--- src/rtl/sr_cmd_sequencer.sv ---
// Command front-end for an SR flop: queues set/clear/toggle/hold commands
// and replays them as registered s/r levels while shadowing the flop's Q.
module sr_cmd_sequencer #(
    parameter int DEPTH  = 4,
    parameter int CNT_W  = 4,
    parameter bit GAP_EN = 1'b0
) (
    input  logic                   clk,
    input  logic                   rst,
    input  logic                   flush,
    input  logic                   in_valid,
    output logic                   in_ready,
    input  logic [1:0]             in_op,
    input  logic [CNT_W-1:0]       in_len,
    output logic                   s,
    output logic                   r,
    output logic                   q_model,
    output logic                   busy,
    output logic [$clog2(DEPTH):0] fifo_level
);

    localparam int AW = $clog2(DEPTH);
    localparam int LW = AW + 1;

    typedef enum logic [1:0] {
        IDLE,
        DRIVE,
        GAP
    } state_t;

    state_t           state;
    state_t           state_n;
    logic [CNT_W-1:0] cnt;
    logic [CNT_W-1:0] cnt_n;
    logic             s_n;
    logic             r_n;
    logic             q_n;

    logic [1:0]       op_mem  [DEPTH];
    logic [CNT_W-1:0] len_mem [DEPTH];
    logic [AW-1:0]    wr_ptr;
    logic [AW-1:0]    rd_ptr;
    logic [LW-1:0]    level;

    logic             full;
    logic             empty;
    logic             push;
    logic             pop;
    logic             take;
    logic [1:0]       head_op;
    logic [CNT_W-1:0] head_len;
    logic [CNT_W-1:0] load_cnt;

    assign full     = (level == LW'(DEPTH));
    assign empty    = (level == '0);
    assign in_ready = !full && !flush;
    assign push     = in_valid && in_ready;

    assign head_op  = op_mem[rd_ptr];
    assign head_len = len_mem[rd_ptr];
    // A zero length still drives for one cycle.
    assign load_cnt = (head_len == '0) ? '0 : head_len - CNT_W'(1);

    always_comb begin
        state_n = state;
        cnt_n   = cnt;
        s_n     = s;
        r_n     = r;
        take    = 1'b0;
        if (flush) begin
            state_n = IDLE;
            cnt_n   = '0;
            s_n     = 1'b0;
            r_n     = 1'b0;
        end else begin
            unique case (state)
                IDLE: begin
                    s_n = 1'b0;
                    r_n = 1'b0;
                    if (!empty) take = 1'b1;
                end
                DRIVE: begin
                    if (cnt != '0) begin
                        cnt_n = cnt - CNT_W'(1);
                    end else if (GAP_EN) begin
                        state_n = GAP;
                        s_n     = 1'b0;
                        r_n     = 1'b0;
                    end else if (!empty) begin
                        take = 1'b1;
                    end else begin
                        state_n = IDLE;
                        s_n     = 1'b0;
                        r_n     = 1'b0;
                    end
                end
                GAP: begin
                    s_n = 1'b0;
                    r_n = 1'b0;
                    if (!empty) take = 1'b1;
                    else state_n = IDLE;
                end
                default: begin
                    state_n = IDLE;
                    s_n     = 1'b0;
                    r_n     = 1'b0;
                end
            endcase
        end
        if (take) begin
            state_n = DRIVE;
            cnt_n   = load_cnt;
            s_n     = head_op[1];
            r_n     = head_op[0];
        end
    end

    assign pop = take;

    // Shadow of the downstream flop, fed by the levels it sees this cycle.
    always_comb begin
        q_n = q_model;
        unique case ({s, r})
            2'b00: q_n = q_model;
            2'b01: q_n = 1'b0;
            2'b10: q_n = 1'b1;
            2'b11: q_n = ~q_model;
            default: q_n = q_model;
        endcase
    end

    always_ff @(posedge clk or negedge rst) begin
        if (!rst) begin
            state   <= IDLE;
            cnt     <= '0;
            s       <= 1'b0;
            r       <= 1'b0;
            q_model <= 1'b0;
        end else begin
            state   <= state_n;
            cnt     <= cnt_n;
            s       <= s_n;
            r       <= r_n;
            q_model <= q_n;
        end
    end

    always_ff @(posedge clk or negedge rst) begin
        if (!rst) begin
            wr_ptr <= '0;
            rd_ptr <= '0;
            level  <= '0;
            for (int i = 0; i < DEPTH; i++) begin
                op_mem[i]  <= '0;
                len_mem[i] <= '0;
            end
        end else if (flush) begin
            wr_ptr <= '0;
            rd_ptr <= '0;
            level  <= '0;
        end else begin
            if (push) begin
                op_mem[wr_ptr]  <= in_op;
                len_mem[wr_ptr] <= in_len;
                wr_ptr          <= wr_ptr + AW'(1);
            end
            if (pop) rd_ptr <= rd_ptr + AW'(1);
            level <= level + LW'(push) - LW'(pop);
        end
    end

    assign fifo_level = level;
    assign busy       = (state != IDLE) || !empty;

endmodule
--- config.mk ---
export PLATFORM = sky130hd
export DESIGN_NAME = sr_cmd_sequencer
export DESIGN_NICKNAME = d
export VERILOG_FILES = /design/src/rtl/sr_cmd_sequencer.sv
export SDC_FILE = /design/constraint.sdc
export NUM_CORES = 1
export LEC_CHECK = 0
export CAP_MARGIN = 40
export CELL_PAD_IN_SITES_DETAIL_PLACEMENT = 1
export CELL_PAD_IN_SITES_GLOBAL_PLACEMENT = 2
export CORE_ASPECT_RATIO = 1.2
export CORE_MARGIN = 1
export CORE_UTILIZATION = 44
export CTS_BUF_LIST = sky130_fd_sc_hd__clkbuf_2 sky130_fd_sc_hd__clkbuf_4 sky130_fd_sc_hd__clkbuf_8
export DETAILED_ROUTE_END_ITERATION = 8
export PLACE_DENSITY = 0.94
export SETUP_SLACK_MARGIN = 0.4
export SYNTH_ARGS = -nofsm -noshare
export SYNTH_HDL_FRONTEND = slang
export SYNTH_SLANG_ARGS = --single-unit
--- constraint.sdc ---
create_clock -name clk -period 6.2 [get_ports clk]
set_input_delay 0.62 -clock clk [delete_from_list [all_inputs] [get_ports clk]]
set_output_delay 0.62 -clock clk [all_outputs]
set_load 0.03 [all_outputs]
# Yosys cells after proc, flatten, opt, wreduce, memory -nomap -nowiden
# Cells that the tools add are included.
[op_classes]
reduce_logical = 22
muxes = 38
bitwise_logic = 4
n_addsub = 6
eq_ne = 9
order_cmp = 3
[op_table]
columns = ["cell", "n"]
rows = [
  ["2-to-1 mux 4 bit", 8],
  ["2-to-1 mux 2 bit", 11],
  ["bitwise mux 16 bit", 1],
  ["2-to-1 mux 1 bit", 9],
  ["binary-select mux 4 bit (select 2 bit)", 1],
  ["bitwise mux 8 bit", 1],
  ["demux 4 bit (select 2 bit)", 1],
  ["inequality test 4 bit (second input constant)", 2],
  ["AND reduction 2 bit", 4],
  ["subtractor 4 x 1 -> 4 bit (second input constant)", 2],
  ["equality test 2 bit (second input constant)", 3],
  [">= comparator 3 bit (second input constant)", 2],
  ["NOT 2 -> 3 bit", 2],
  ["case mux 2 bit (3 select lines)", 1],
  ["nonzero test 2 bit", 3],
  ["nonzero test 3 bit", 2],
  ["adder 2 x 1 -> 2 bit (second input constant)", 2],
  ["binary-select mux 2 bit (select 2 bit)", 1],
  ["demux 2 bit (select 2 bit)", 1],
  ["equality test 2 x 1 -> 1 bit (second input constant)", 2],
  ["logical NOT 2 bit", 2],
  ["logical NOT 4 bit", 1],
  ["nonzero test 4 bit", 1],
  ["adder 3 x 1 -> 3 bit", 1],
  ["13 further kinds", 18],
]
[word_totals]
output_inout_bits = 8
register_bits = 40
word_cells = 98
input_bits = 10

# Depth between registers and ports, before layout
[depth]
ltp_word = 7
depth_mapped = 13

# Worst setup path before layout
# No wires, ideal clock.
[synth_path]
kind = "reg2reg"
from = "reg cnt[0]"
to = "reg level[2] (netlist: fifo_level[2])"
arrival_time_ns = 2.385
period_less_slack_ns = 2.517
path_buffers = 0
stages_incl_launch_ff = 14
setup_slack_ns = 3.683
required_ns = 6.068
cell_sequence = "dfrtp_1 -> inv_1 -> ha_1 -> nor3b_1 -> nor2_1 -> nor3_1 -> ha_1 -> inv_1 -> ha_1 -> inv_1 -> fa_1 -> xor2_1 -> xnor2_1 -> nor2_1"
[synth_via]
elab_chain_cells = 6
[synth_rtl]
columns = ["element", "line_no", "text"]
rows = [
  ["start, declared", "33", "logic [CNT_W-1:0] cnt;"],
  ["start signal, assigned", "141", "cnt <= cnt_n;"],
  ["nonzero test 4 bit", "83", "if (cnt != '0) begin"],
  ["2-to-1 mux 1 bit", "83", ""],
  ["case mux 1 bit (2 select lines)", "76", "unique case (state)"],
  ["2-to-1 mux 1 bit", "70", "if (flush) begin"],
  ["net pop", "48", "logic pop;"],
  ["subtractor 3 x 1 -> 3 bit", "168", "level <= level + LW'(push) - LW'(pop);"],
  ["2-to-1 mux 3 bit", "157", "end else if (flush) begin"],
  ["end signal, assigned", "168", ""],
  ["end, declared", "43", "logic [LW-1:0] level;"],
]
# The timed path passes the listed nets, and every way through them passes these cells.
# A chain may end at the register's enable or synchronous reset.

# Final worst setup path
[layout_path]
from = "in flush"
to = "reg level[2] (netlist: fifo_level[2])"
[layout_via]
elab_chain_cells = 6
[layout_rtl]
columns = ["element", "line_no", "text"]
rows = [
  ["start, declared", "10", "input logic flush,"],
  ["logical NOT 1 bit", "56", "assign in_ready = !full && !flush;"],
  ["logical AND 1 bit", "56", ""],
  ["logical AND 1 bit", "57", "assign push = in_valid && in_ready;"],
  ["adder 3 x 1 -> 3 bit", "168", ""],
  ["subtractor 3 x 1 -> 3 bit", "168", ""],
  ["2-to-1 mux 3 bit *", "157", ""],
]
# Every way passes the cells marked *; elsewhere a longest branch is shown, timed or not.

==> flow_summary.ini <==
[setup_path]
cp_top_family = buffers and inverters
cp-end-kind = flop
slowest_delay_ns = 0.73
critPathKind = in -> reg
worstPathMaxFanout = 17
reg2regPathDepth = 13
path_cells = clkdlybuf4s50_1 > nor3_2 > inv_1 > ha_1 > inv_1 > ha_1 > inv_1 > fa_1 > xor2_1 > xnor2_1 > nor2_1
path_buf_inv = 4
cpMaxStageDelayCell = clkdlybuf4s50_1
cp.required_ns = 6.36
cp-start-kind = input pin
cp.depth = 11
worst_path_most_repeated_cell = inv_1
crit_arrival_ns = 3.26

[timing]
period_share_pct = 50.1
slew_headroom_pct = 57.3
drv_slew = 0
finalClockSkew_ns = 0.00452
rsz0062_at_grt = no
tightest_slew_ns = 0.638
hold_viol = 0
finalSetupViolCount = 0
tns_ns = 0
fin_crit_ns = 3.11
max_freq_ghz = 0.322

[placed_design]
hpwl_um = 2780
globalplace.congestion = 0.810
post_dp_cell_area_um2 = 2150
place_inst = 221
port-buffer-count = 17

[finish]
nNetsFinal = 192
design_area_um2 = 2240
n_fill_cell = 418
area_growth_pct = 16.6
layout.cells.non_filler = 229
diodes = 0
drive_gt1_share_pct = 21.7

[global_routing]
track_usage_pct = 18.9
grt_max_degree = 35
grt_pass1_vias = 1351
grt-ovfl-total = 0
grt_pass1_wl_um = 6450
antenna_found_initial = 0

[logic_synthesis]
synth-async-reset-ratio_pct = 100
yosys_warnings = 0
yosysUniqueCellTypes = 35
syn-num-nets = 171
synth-main-ff-cell = dfrtp_1
syn_area_um2 = 1920
synth-seq-cells = 39
postSynthCellCount = 153
seq_area_frac_synth_pct = 50.7
avgSynthCellArea_um2 = 12.6
synth_edf_count = 0

[clock_network]
post_cts_buffers = 0
clk_path_buf_depth = 2
numCtsBuffers = 5
postCtsHoldBufs = 0
clock-sinks = 39
cts_resized = 0
cts_tree = done
clock-root-buffer = clkbuf_8
path_clk_slew_ns = 0.07
htreeDepth = 2
clock_latency_ns = 0.29

[routing]
drtIter0Drc = 30
vias = 1252
final_antenna_net_count = 0
dr.pass1.iters = 3
wirelength_um = 3740
vias_per_cell = 5.47
wl_per_cell_um = 16.3
drc_errors = 0

[pwr]
p_leak_nw = 0.985
power_density_nw_per_um2 = 492
peakVddDrop_uv = 224

[floorplanning]
num_rows = 25
dieWidth_um = 62.4
fp.dieH_um = 74.4
start_util_pct = 47.3
core_region_area_um2 = 4070
boundaryPins = 18
die_area_um2 = 4640

[worst_hold_path]
holdCritPathClass = in -> async

[status]
outcome = complete, no violations

[job]
drv_cap = 0
==> final timing paths <==
| check | slack, ns | from | end |
|---|---|---|---|
| max | 3.09 | flush | fifo_level[2]$_DFF_PN0_ |
| min | 0.16 | rst | wr_ptr[0]$_DFFE_PN0P_ |
| max reg2reg | 3.37 | cnt[0]$_DFFE_PN0P_ | fifo_level[2]$_DFF_PN0_ |
| min reg2reg | 0.48 | q_model$_DFFE_PN0P_ | q_model$_DFFE_PN0P_ |
| max in group asynchronous | 5.61 | rst | q_model$_DFFE_PN0P_ |
| min in group clk | 0.48 | q_model$_DFFE_PN0P_ | q_model$_DFFE_PN0P_ |
==> flip-flops by register name, indices dropped and copies added (netlist names) <==
| name | flops |
|---|---|
| fifo_level | 3 |
| q_model | 1 |
| op_mem | 8 |
| wr_ptr | 2 |
| len_mem | 16 |
| state | 1 |
| r | 1 |
| rd_ptr | 2 |
| s | 1 |
| cnt | 4 |
==> stage by stage <==
stage               setup slack, ns  hold WS [ns]  total power [mW]  util, %
global placement               2.97         0.453             0.911     52.5
floorplan                      3.68         0.324             0.796        -
global route                   2.92         0.161              1.19     55.1
detailed placement             2.80         0.475             0.945     53.0
finish                         3.09         0.162              1.10     55.1
CTS                            3.11         0.156              1.12     55.1
==> synth_stat cells (2+ instances only) <==
master	number	area, um2
o21ai_0	3	15.0
clkbuf_1	3	11.3
nand3_1	2	10.0
mux2_2	23	259
nor2_1	11	41.3
mux4_2	2	45.0
o31ai_1	2	15.0
a21oi_1	5	25.0
a31oi_1	3	18.8
nor3_1	5	25.0
nor3b_1	2	15.0
dfrtp_1	39	976
xnor2_1	2	17.5
or3_1	2	12.5
a22oi_1	2	15.0
nand2_1	8	30.0
nand3b_1	2	15.0
o211ai_1	2	15.0
xor2_1	2	17.5
ha_1	7	87.6
mux4_1	4	105
inv_1	9	33.8
==> layout by cell type (no fill, tap or decap), types with 3 or more instances in the layout <==
cell	netlist	routed
o21ai_0	3	3
mux2_2	23	23
a21oi_1	5	5
nor3_1	5	5
ha_1	7	7
clkbuf_8	0	5
clkdlybuf4s50_1	0	16
nor2_1	11	11
dfrtp_1	39	39
inv_1	9	9
a31oi_1	3	3
nand2_1	8	8
mux4_1	4	4
==> logic make-up after synthesis <==
kind of cell | share of synthesized area, %
flip-flops | 50.7
multiplexers | 21.9
XOR/XNOR | 1.82
buffers and inverters | 2.93
adder cells (fa/ha/maj) | 5.60
AND/OR/NAND/NOR | 10.5
AO/OA/AOI/OAI | 6.57
==> final cells by class <==
class,instances,area [um2],area share (%)
tap,54,67.6,3.01
multi-input combinational,101,891,39.7
sequential,39,976,43.5
clock inverter,1,5.00,0.223
timing repair buffer,18,185,8.26
clock buffer,7,83.8,3.74
inverter,9,33.8,1.51
==> where the power goes <==
group	internal (mW)	switching, mW	leakage (nW)
combinational	0.243	0.244	0.438
sequential	0.361	0.0845	0.498
clock	0.0876	0.0842	0.0491
==> layer usage <==
metal	global-route usage (%)	up-vias	share of wire, %
met4	9.56	0	2.0
met5	0	-	0
met2	33.8	12	53
met1	22.0	640	43
li1	-	593	-
met3	3.68	7	2.1
Power figures use the tool's default switching activity.
